<file path="config.mk">
export PLATFORM = sky130hd
export DESIGN_NAME = wb_stage
export DESIGN_NICKNAME = d
export VERILOG_FILES = /design/src/rtl/wb_stage.sv
export SDC_FILE = /design/constraint.sdc
export NUM_CORES = 1
export LEC_CHECK = 0
export CORE_ASPECT_RATIO = 0.9
export CORE_MARGIN = 3
export CORE_UTILIZATION = 42
export DETAILED_ROUTE_END_ITERATION = 8
export PLACE_DENSITY_LB_ADDON = 0.3
export SLEW_MARGIN = 20
export SYNTH_ARGS = -nofsm -noshare
export SYNTH_HDL_FRONTEND = slang
export SYNTH_SLANG_ARGS = --single-unit
</file>
<file path="constraint.sdc">
create_clock -name clk -period 2.4 [get_ports clk]
set_clock_uncertainty 0.05 [all_clocks]
set_input_delay 0.36 -clock clk [delete_from_list [all_inputs] [get_ports clk]]
set_output_delay 0.36 -clock clk [all_outputs]
set_load 0.02 [all_outputs]
</file>
<file path="src/rtl/wb_stage.sv">
`default_nettype none
// ============================================================================
//  Module   : wb_stage
//  Brief    : Write-back sequencing stage for the SISC datapath. Holds ALU,
//             load and link values for the 3-input write-back mux, generates
//             the mux select and register-file write strobe/address, and
//             waits for variable-latency loads with a bounded timeout.
//  Options  : WB_FWD_EN - adds a registered forwarding port (fwd_valid,
//             fwd_addr, fwd_data) updated on every commit.
//  Revision : 1.0 - initial release
// ============================================================================
module wb_stage #(
    parameter int DATA_W  = 16,
    parameter int ADDR_W  = 4,
    parameter int TIMEOUT = 15
) (
    input  logic              clk,
    input  logic              rst,
    input  logic              wb_start,
    input  logic [1:0]        wb_src,
    input  logic [ADDR_W-1:0] wb_rd,
    input  logic [DATA_W-1:0] alu_res,
    input  logic [DATA_W-1:0] pc_link,
    input  logic [DATA_W-1:0] mem_rdata,
    input  logic              mem_rvalid,
    output logic [DATA_W-1:0] mux_a,
    output logic [DATA_W-1:0] mux_b,
    output logic [DATA_W-1:0] mux_c,
    output logic [1:0]        mux_sel,
    output logic              rf_we,
    output logic [ADDR_W-1:0] rf_wa,
    output logic              wb_busy,
    output logic              wb_done,
    output logic              wb_err
`ifdef WB_FWD_EN
    ,
    output logic              fwd_valid,
    output logic [ADDR_W-1:0] fwd_addr,
    output logic [DATA_W-1:0] fwd_data
`endif
);

    // Source encodings shared by wb_src and mux_sel
    localparam logic [1:0] SRC_ALU = 2'b00;
    localparam logic [1:0] SRC_MEM = 2'b01;
    localparam logic [1:0] SRC_PC  = 2'b10;

    localparam logic [1:0] IDLE     = 2'd0;
    localparam logic [1:0] WAIT_MEM = 2'd1;
    localparam logic [1:0] COMMIT   = 2'd2;

    localparam int              CNT_W    = $clog2(TIMEOUT + 1);
    localparam logic [CNT_W-1:0] CNT_LAST = CNT_W'(TIMEOUT - 1);
    localparam logic [CNT_W-1:0] CNT_MAX  = {CNT_W{1'b1}};

    logic [1:0]       state;
    logic [1:0]       next_state;
    logic [CNT_W-1:0] cnt;

    // Next-cycle values of the registered outputs
    logic [CNT_W-1:0] cnt_nxt;
    logic             rf_we_nxt;
    logic             wb_err_nxt;
    logic             accept;
    logic             load_hit;
    logic             timed_out;

    // State register
    always_ff @(posedge clk) begin
        if (rst) begin
            state <= IDLE;
        end else begin
            state <= next_state;
        end
    end

    // Next-state decode; starts are only honoured in IDLE
    always_comb begin
        next_state = state;
        case (state)
            IDLE: begin
                if (wb_start) begin
                    case (wb_src)
                        SRC_ALU, SRC_PC: next_state = COMMIT;
                        SRC_MEM:         next_state = WAIT_MEM;
                        default:         next_state = IDLE;
                    endcase
                end
            end
            WAIT_MEM: begin
                if (mem_rvalid) begin
                    next_state = COMMIT;
                end else if (cnt == CNT_LAST) begin
                    next_state = IDLE;
                end
            end
            COMMIT:  next_state = IDLE;
            default: next_state = IDLE;
        endcase
    end

    // Output/control decode feeding the output registers
    always_comb begin
        accept     = (state == IDLE) && wb_start;
        load_hit   = (state == WAIT_MEM) && mem_rvalid;
        timed_out  = (state == WAIT_MEM) && !mem_rvalid && (cnt == CNT_LAST);
        rf_we_nxt  = (next_state == COMMIT);
        wb_err_nxt = wb_err | timed_out | (accept && (wb_src == 2'b11));
        cnt_nxt    = cnt;
        if (accept && (wb_src == SRC_MEM)) begin
            cnt_nxt = '0;
        end else if ((state == WAIT_MEM) && !mem_rvalid && (cnt != CNT_MAX)) begin
            cnt_nxt = cnt + 1'b1;
        end
    end

    // Holding registers, strobes and sticky error
    always_ff @(posedge clk) begin
        if (rst) begin
            mux_a   <= '0;
            mux_b   <= '0;
            mux_c   <= '0;
            mux_sel <= SRC_ALU;
            rf_wa   <= '0;
            rf_we   <= 1'b0;
            wb_done <= 1'b0;
            wb_err  <= 1'b0;
            cnt     <= '0;
        end else begin
            rf_we   <= rf_we_nxt;
            wb_done <= rf_we_nxt;
            wb_err  <= wb_err_nxt;
            cnt     <= cnt_nxt;
            if (accept) begin
                rf_wa   <= wb_rd;
                mux_sel <= wb_src;
                mux_a   <= alu_res;
                mux_c   <= pc_link;
            end
            if (load_hit) begin
                mux_b <= mem_rdata;
            end
        end
    end

    assign wb_busy = (state != IDLE);

`ifdef WB_FWD_EN
    logic [DATA_W-1:0] fwd_sel_data;

    // Select the value being committed for the forwarding path
    always_comb begin
        case (mux_sel)
            SRC_MEM: fwd_sel_data = mux_b;
            SRC_PC:  fwd_sel_data = mux_c;
            default: fwd_sel_data = mux_a;
        endcase
    end

    // Forwarding registers, refreshed at the end of every commit cycle
    always_ff @(posedge clk) begin
        if (rst) begin
            fwd_valid <= 1'b0;
            fwd_addr  <= '0;
            fwd_data  <= '0;
        end else if (state == COMMIT) begin
            fwd_valid <= 1'b1;
            fwd_addr  <= rf_wa;
            fwd_data  <= fwd_sel_data;
        end
    end
`endif

endmodule
`default_nettype wire

</file>
# --- Yosys cells after proc, flatten, opt, wreduce, memory -nomap -nowiden ---
# Index checks and enable logic that the tools add are counted.
# Widths: inputs -> output; s select.
word_totals:
  register_bits: 62
  in_bits: 58
  out_inout_bits: 58
  wordCells: 37
op_classes:
  add_sub_neg: 1
  eq_ne: 7
  muxes: 5
  bitwise_logic: 2
  reduce_logical: 13
op_table:
  columns: ["op", "n"]
  rows:
  - ["$pmux 2 s2", 2]
  - ["$logic_and 1x1->1", 7]
  - ["$eq 2x2->1 const B", 3]
  - ["$mux 2", 3]
  - ["$add 4x1->4 const B", 1]
  - ["$eq 2x1->1 const B", 2]
  - ["$eq 4x4->1 const B", 1]
  - ["$logic_not 2->1", 2]
  - ["$ne 4x4->1 const B", 1]
  - ["$reduce_or 2->1", 2]
  - ["$or 1x1->1", 2]
  - ["$reduce_bool 2->1", 1]
  - ["$logic_not 1->1", 1]

# --- Depth between registers and ports, before layout ---
# Gate-level depths: netlist (run 1).
depth:
  depth_word: 6
  depth_mapped: 6
  ltp_nobuf: 5

# --- Worst setup path after synthesis (run 1) ---
# OpenSTA, ideal clock, no wires.
synth_path:
  kind: "register to register"
  startpoint: "reg state[1]"
  endpoint: "reg mux_c[10]"
  setup_ns: 0.132
  arrival_time_ns: 1.338
  required_time_ns: 2.218
  slack_ns: 0.880
  path_stages_with_launch: 7
  n_path_buf: 3
  period_less_slack_ns: 1.520
  path_cell_list: "dfxtp_1 > buf_6 > or3b_2 > buf_2 > buf_2 > nand2_1 > a21oi_1"
synth_between:
  elab_chain_len: 2
synth_lines:
  columns: ["element", "line_no", "source"]
  rows:
  - ["start, declared", "56", "logic [1:0] state;"]
  - ["start signal, assigned", "73", "state <= next_state;"]
  - ["$logic_not 2->1", "104", "accept = (state == IDLE) && wb_start;"]
  - ["$logic_and 1x1->1", "104", null]
  - ["end signal, assigned", "138", "mux_c <= pc_link;"]
  - ["end, declared", "28", "output logic [DATA_W-1:0] mux_c,"]
# No other way between the ends.
# A chain may end at the register's enable or synchronous reset.

# --- Worst setup path after layout (run 1) ---
layout_path:
  startpoint: "reg state[1]"
  endpoint: "out wb_busy"
layout_between:
  elab_chain_len: 1
layout_lines:
  columns: ["element", "line_no", "source"]
  rows:
  - ["$reduce_bool 2->1", "146", "assign wb_busy = (state != IDLE);"]
  - ["end, declared", "32", "output logic wb_busy,"]
# No other way between the ends.

==> impl_metrics.py, run 1 <==
metrics = {
    "logic_synthesis": {
        "synth-edff-count": 0,
        "async_flop_share_pct": 0,
        "ys_seq_area_share_pct": 55.1,
        "yosys_warnings": 0,
        "syn_nets": 341,
        "synthTopCellsByArea": "dfxtp_1, nand2_1, a21oi_1",
        "synth_top_cell_area_share_pct": 55.1,
        "ys_top_cells_by_count": "nand2_1, dfxtp_1, a21oi_1",
        "synth.avg_cell_area_um2": 8.01,
        "yosysTopAreaCell": "dfxtp_1",
        "post-synth-top-count-cell": "nand2_1",
        "synthCells": 281,
        "synth.distinct_cells": 27,
        "synthFlopType": "dfxtp_1",
        "synth_area_um2": 2250,
        "ys_seq_elements": 62,
    },
    "floorplan": {
        "die_area_um2": 6270,
        "start_util_pct": 44.9,
        "core-area_um2": 5010,
        "rows": 24,
        "die_width_um": 83.2,
        "die_y_um": 75.5,
        "io_pins": 116,
    },
    "global_route": {
        "grt_util_met2_pct": 34.7,
        "grt_max_degree": 32,
        "grt_busiest_layer": "met2",
        "met1_usage_pct": 21.3,
        "grt_pass1_wl_mm": 9.92,
        "globalRouteTotalUtil_pct": 19.9,
        "overflow": 0,
        "antenna_found_initial": 0,
        "grt_pass1_vias": 2200,
        "grtUsageMet3_pct": 9.62,
    },
    "clock_tree": {
        "clk_pin_slew_ns": 0.07,
        "htreeDepth": 3,
        "clk_path_buf_depth": 2,
        "cts_setup_buffers": 0,
        "holdBufCountCts": 0,
        "cts_resized": 0,
        "clkLatencyLatePin_ns": 0.33,
        "cts_buffers": 9,
        "clock_sinks": 62,
        "clockRootBuffer": "clkbuf_8",
        "tritoncts": "yes",
    },
    "route": {
        "ant_nets": 0,
        "vias": 2260,
        "drc": 0,
        "drt-pass1-iter-count": 4,
        "wirelength_mm": 6.10,
        "wl_per_cell_um": 13.2,
        "via_per_inst": 4.88,
        "first_iter_violations": 95,
    },
    "sta": {
        "relSlewSlack_pct": 61.7,
        "layout_setup_ws_ns": 0.365,
        "setup_tns_ns": 0,
        "hold_viol": 0,
        "drv_slew": 0,
        "rsz0062_at_grt": "false",
        "final-setup-viol-count": 0,
        "whs_ns": 0.403,
        "post-route-min-period_ns": 2.03,
        "fin_crit_sh_pct": 84.8,
        "fmax_mhz": 492,
        "worst_slew_pin_slew_ns": 0.575,
    },
    "critical_path": {
        "crit_arrival_ns": 1.62,
        "path_class": "flop to output pin",
        "crit_fanout": 10,
        "critical_path_required_ns": 1.99,
        "cp-end-kind": "output pin",
        "start_kind": "flop",
    },
    "cells_and_area": {
        "drive_gt1_share_pct": 6.78,
        "fillers": 405,
        "diodes": 0,
        "area_growth_syn_to_layout_pct": 61.7,
        "final_nets": 453,
        "layout.cells.non_filler": 463,
    },
    "place": {
        "post-dp-hpwl_mm": 4.34,
        "routabilityCongestion": 0.753,
        "dp_cells": 447,
        "port_buffers": 115,
        "dp_slack_ns": 0.409,
    },
    "job": {
        "maxCapViolCount": 0,
    },
    "pwr": {
        "power_w": 0.00228,
        "p_leak_nw": 1.33,
        "powerDensity_nw_per_um2": 627,
        "vdd_drop_max_mv": 0.458,
    },
    "outcome": {
        "status": "finished clean",
    },
    "min_path": {
        "min_path_type": "flop to flop",
    },
}
==> worst paths after layout <==
| path | start | end | slack (ns) | cells past startpoint |
|---|---|---|---|---|
| worst min register to register | mux_c[6] | mux_c[6] | 0.40 | 2 |
| worst max-delay path | state[1] | wb_busy | 0.37 | 2 |
| worst max register to register | state[0] | cnt[3] | 0.77 | 3 |
| worst min-delay path | mux_c[6] | mux_c[6] | 0.40 | 2 |
==> where the power goes <==
part	total (W)	internal, W	leakage (nW)	switching (W)
clock network	0.000784	0.000396	0.0841	0.000388
logic	0.000392	0.000208	0.735	0.000184
registers	0.00110	0.00108	0.507	0.0000268
==> worst max-delay path, cell delays in order (launching register included) <==
cell and delay, ns:
dfxtp_1 0.52, or2_2 0.18, clkdlybuf4s50_1 0.60
==> layout by cell type, fill, tap and decap left out, types with 2 or more instances in the layout <==
| cell | Yosys | layout |
|---|---|---|
| nand2_1 | 109 | 109 |
| clkinv_2 | 0 | 3 |
| nor3_1 | 5 | 5 |
| clkinvlp_4 | 0 | 3 |
| buf_4 | 1 | 4 |
| buf_12 | 0 | 2 |
| nand3_1 | 4 | 4 |
| clkdlybuf4s50_1 | 0 | 114 |
| ha_1 | 2 | 2 |
| clkbuf_8 | 0 | 10 |
| inv_1 | 4 | 4 |
| dfxtp_1 | 62 | 62 |
| a21oi_1 | 59 | 59 |
==> routing by layer <==
| layer | vias to the layer above | routed length (µm) | part of all wire, % |
|---|---|---|---|
| met3 | 6 | 576 | 9.4 |
| met2 | 78 | 2970 | 49 |
| li1 | 1143 | - | - |
| met5 | - | 0 | 0 |
| met4 | 0 | 49 | 0.80 |
| met1 | 1033 | 2500 | 41 |
==> flip-flops by register name (all words and copies together), names as in the netlist <==
signal	cells
mux_a	16
mux_b	16
mux_c	16
cnt	4
rf_wa	4
mux_sel	2
state	2
wb_done	1
wb_err	1
==> cells by family (layout without fill, tap and decap cells) <==
kind of cell               after synthesis  in the layout  share of synthesized area, %
adders and majority gates                2              2                          1.11
AOI/OAI and AO/OA                       65             65                          15.3
buffers and inverters                   24            141                          4.67
and+or+nand+nor                        128            128                          23.7
DFF                                     62             62                          55.1
==> area by class of cell <==
class | instances | area (µm²) | share of cell area (%)
Multi-Input combinational cell | 195 | 911 | 25.0
Sequential cell | 62 | 1240 | 34.1
Timing Repair Buffer | 121 | 1220 | 33.4
Inverter | 4 | 15.0 | 0.413
Tap cell | 65 | 81.3 | 2.23
Clock buffer | 10 | 138 | 3.78
Clock inverter | 6 | 37.5 | 1.03
==> through the flow <==
step | utilization [%] | area [µm²]
global placement | 69.1 | 3460
detailed placement | 69.1 | 3460
finish | 72.6 | 3640
global route | 72.6 | 3640
CTS | 72.6 | 3640
floorplan | - | 2250
(Power assumes the default switching activity.)
==> run 2: changes to the inputs <==
- CORE_UTILIZATION: 42 -> 39
- clock period: 2.4 -> 1.9 ns (I/O delays scaled with it)
==> run 2 against run 1 <==
Setup slack lost 0.13 ns; global-route usage decreased by 1.8 points; clock power rose by 85%; count of clock-buffer cells in the layout up 1; combinational power grew 28%; worst hold slack worse by 0.069 ns; register-to-register slack got worse by 0.53 ns; critical path depth is the same; flip-flop and latch count stayed put; critical endpoint unchanged; largest power group is now clock; highest routed layer unchanged.
==> impl_metrics.py, run 2 (synthesized netlist as in run 1, its figures left out) <==
metrics = {
    "outcome": {
        "status": "finished clean",
    },
    "floorplan": {
        "die_y_um": 78.1,
        "core-area_um2": 5410,
        "rows": 25,
        "start_util_pct": 41.6,
        "io_pins": 116,
        "die_area_um2": 6720,
        "die_width_um": 86.1,
    },
    "critical_path": {
        "path_class": "flop to output pin",
        "crit_fanout": 7,
        "cpPeakStageDelay_ns": 0.37,
        "critical_path_required_ns": 1.56,
        "path_buf_inv": 1,
        "cp-end-kind": "output pin",
        "crit_path_cell_trace": "or2_2 -> dlygate4sd2_1",
        "cp_top_family": "flip-flops",
        "crit_slowest_cell": "dfxtp_1",
        "start_kind": "flop",
        "crit_arrival_ns": 1.33,
    },
    "pwr": {
        "vdd_drop_max_mv": 0.587,
        "clockPowerShare_pct": 43.3,
        "powerDensity_nw_per_um2": 888,
        "seqPwrFrac_pct": 41.7,
        "power.switching_w": 0.000767,
        "swShare_pct": 22.9,
        "p_leak_nw": 1.39,
        "p_comb_share_pct": 15.0,
        "p_int_w": 0.00258,
    },
    "cells_and_area": {
        "layout_common_cells": "clkdlybuf4s50_1, nand2_1, dfxtp_1, a21oi_1, clkbuf_8",
        "final_common_cell": "clkdlybuf4s50_1",
        "area_growth_syn_to_layout_pct": 67.3,
        "diodes": 0,
        "fin_area_um2": 3760,
        "reg_top3": "mux_a (16), mux_b (16), mux_c (16)",
        "final_nets": 457,
        "drive_gt1_share_pct": 7.71,
        "fillers": 450,
    },
    "sta": {
        "worst_slew_pin_slew_ns": 0.432,
        "drv_slew": 0,
        "final-setup-viol-count": 0,
        "post-route-min-period_ns": 1.66,
        "rsz0062_at_grt": "false",
        "whs_ns": 0.334,
        "fin_crit_sh_pct": 87.5,
        "hold_viol": 0,
        "fmax_mhz": 602,
        "relSlewSlack_pct": 71.2,
        "layout_setup_ws_ns": 0.238,
        "setup_tns_ns": 0,
    },
    "clock_tree": {
        "clk_path_buf_depth": 2,
        "htreeDepth": 3,
        "cts_buffers": 9,
        "clockRootBuffer": "clkbuf_8",
        "holdBufCountCts": 0,
        "clock_sinks": 62,
        "clk_pin_slew_ns": 0.07,
        "cts_setup_buffers": 0,
        "tritoncts": "yes",
        "clkLatencyLatePin_ns": 0.33,
        "cts_resized": 1,
    },
    "job": {
        "maxCapViolCount": 0,
    },
    "route": {
        "ant_nets": 0,
        "wirelength_mm": 6.02,
        "wl_per_cell_um": 12.8,
        "drc": 0,
        "via_per_inst": 4.78,
        "first_iter_violations": 58,
        "vias": 2243,
        "drt-pass1-iter-count": 4,
    },
    "place": {
        "placed_cell_area_um2": 3510,
        "post-dp-hpwl_mm": 4.26,
        "routabilityCongestion": 0.797,
        "port_buffers": 115,
        "dp_slack_ns": 0.0367,
    },
    "global_route": {
        "globalRouteTotalUtil_pct": 18.2,
        "grt_max_degree": 39,
        "overflow": 0,
        "antenna_found_initial": 0,
        "grt_pass1_vias": 2109,
        "grt_pass1_wl_mm": 9.63,
    },
    "min_path": {
        "min_path_type": "input pin to flop",
    },
}
## run 2: changes by cell type in the layout (fill, tap and decap cells not counted), sizes merged
cell / change
buf: +4
bufinv: +3
clkbuf: +1
clkdlybuf4s50: -1
clkinv: -3
clkinvlp: -1
dlygate4sd2: +1
## run 2: path summary, 6_finish.rpt
check	startpoint	to	slack [ns]	cells after the start
worst max-delay path	state[1]	wb_busy	0.24	2
worst min-delay path	rst	mux_sel[1]	0.33	2
worst max register to register	state[0]	cnt[3]	0.24	3
worst min register to register	rf_wa[2]	rf_wa[2]	0.40	2
## run 2: final cells by class
| class | instances | area, µm² | share of cell area, % |
|---|---|---|---|
| Multi-Input combinational cell | 195 | 911 | 24.2 |
| Clock inverter | 5 | 105 | 2.79 |
| Clock buffer | 11 | 151 | 4.02 |
| Tap cell | 67 | 83.8 | 2.23 |
| Inverter | 4 | 15.0 | 0.399 |
| Timing Repair Buffer | 125 | 1260 | 33.4 |
| Sequential cell | 62 | 1240 | 33.0 |
## run 2: power groups by stage
stage               logic, W  registers [W]  clock network [W]
finish              0.000503        0.00139            0.00145
global route        0.000543        0.00140            0.00155
floorplan           0.000144        0.00149                  0
global placement    0.000505        0.00142                  0
detailed placement  0.000508        0.00142                  0
CTS                 0.000511        0.00139            0.00149
## run 2: per-stage QoR
step	total power (W)	utilization [%]	std cells
finish	0.00334	69.6	469
global route	0.00350	69.6	469
CTS	0.00339	69.6	469
detailed placement	0.00193	64.9	453
global placement	0.00192	64.9	453
floorplan	0.00164	-	281
## run 2: routing by layer
layer  GRT usage [%]  wire length (µm)  up-vias  share of wire [%]
li1                -                 -     1153                  -
met1            19.6              2370      999                 39
met2            30.3              2910       83                 48
met3            9.34               658        8                 11
met4            6.65                81        0                1.3
met5               0                 0        -                  0
## run 2: worst register-to-register path, delay by kind of cell, from the launching register on
| kind | cells | cell delay (ns) |
|---|---|---|
| simple gates | 2 | 0.91 |
| flops | 1 | 0.46 |
| compound gates | 1 | 0.16 |
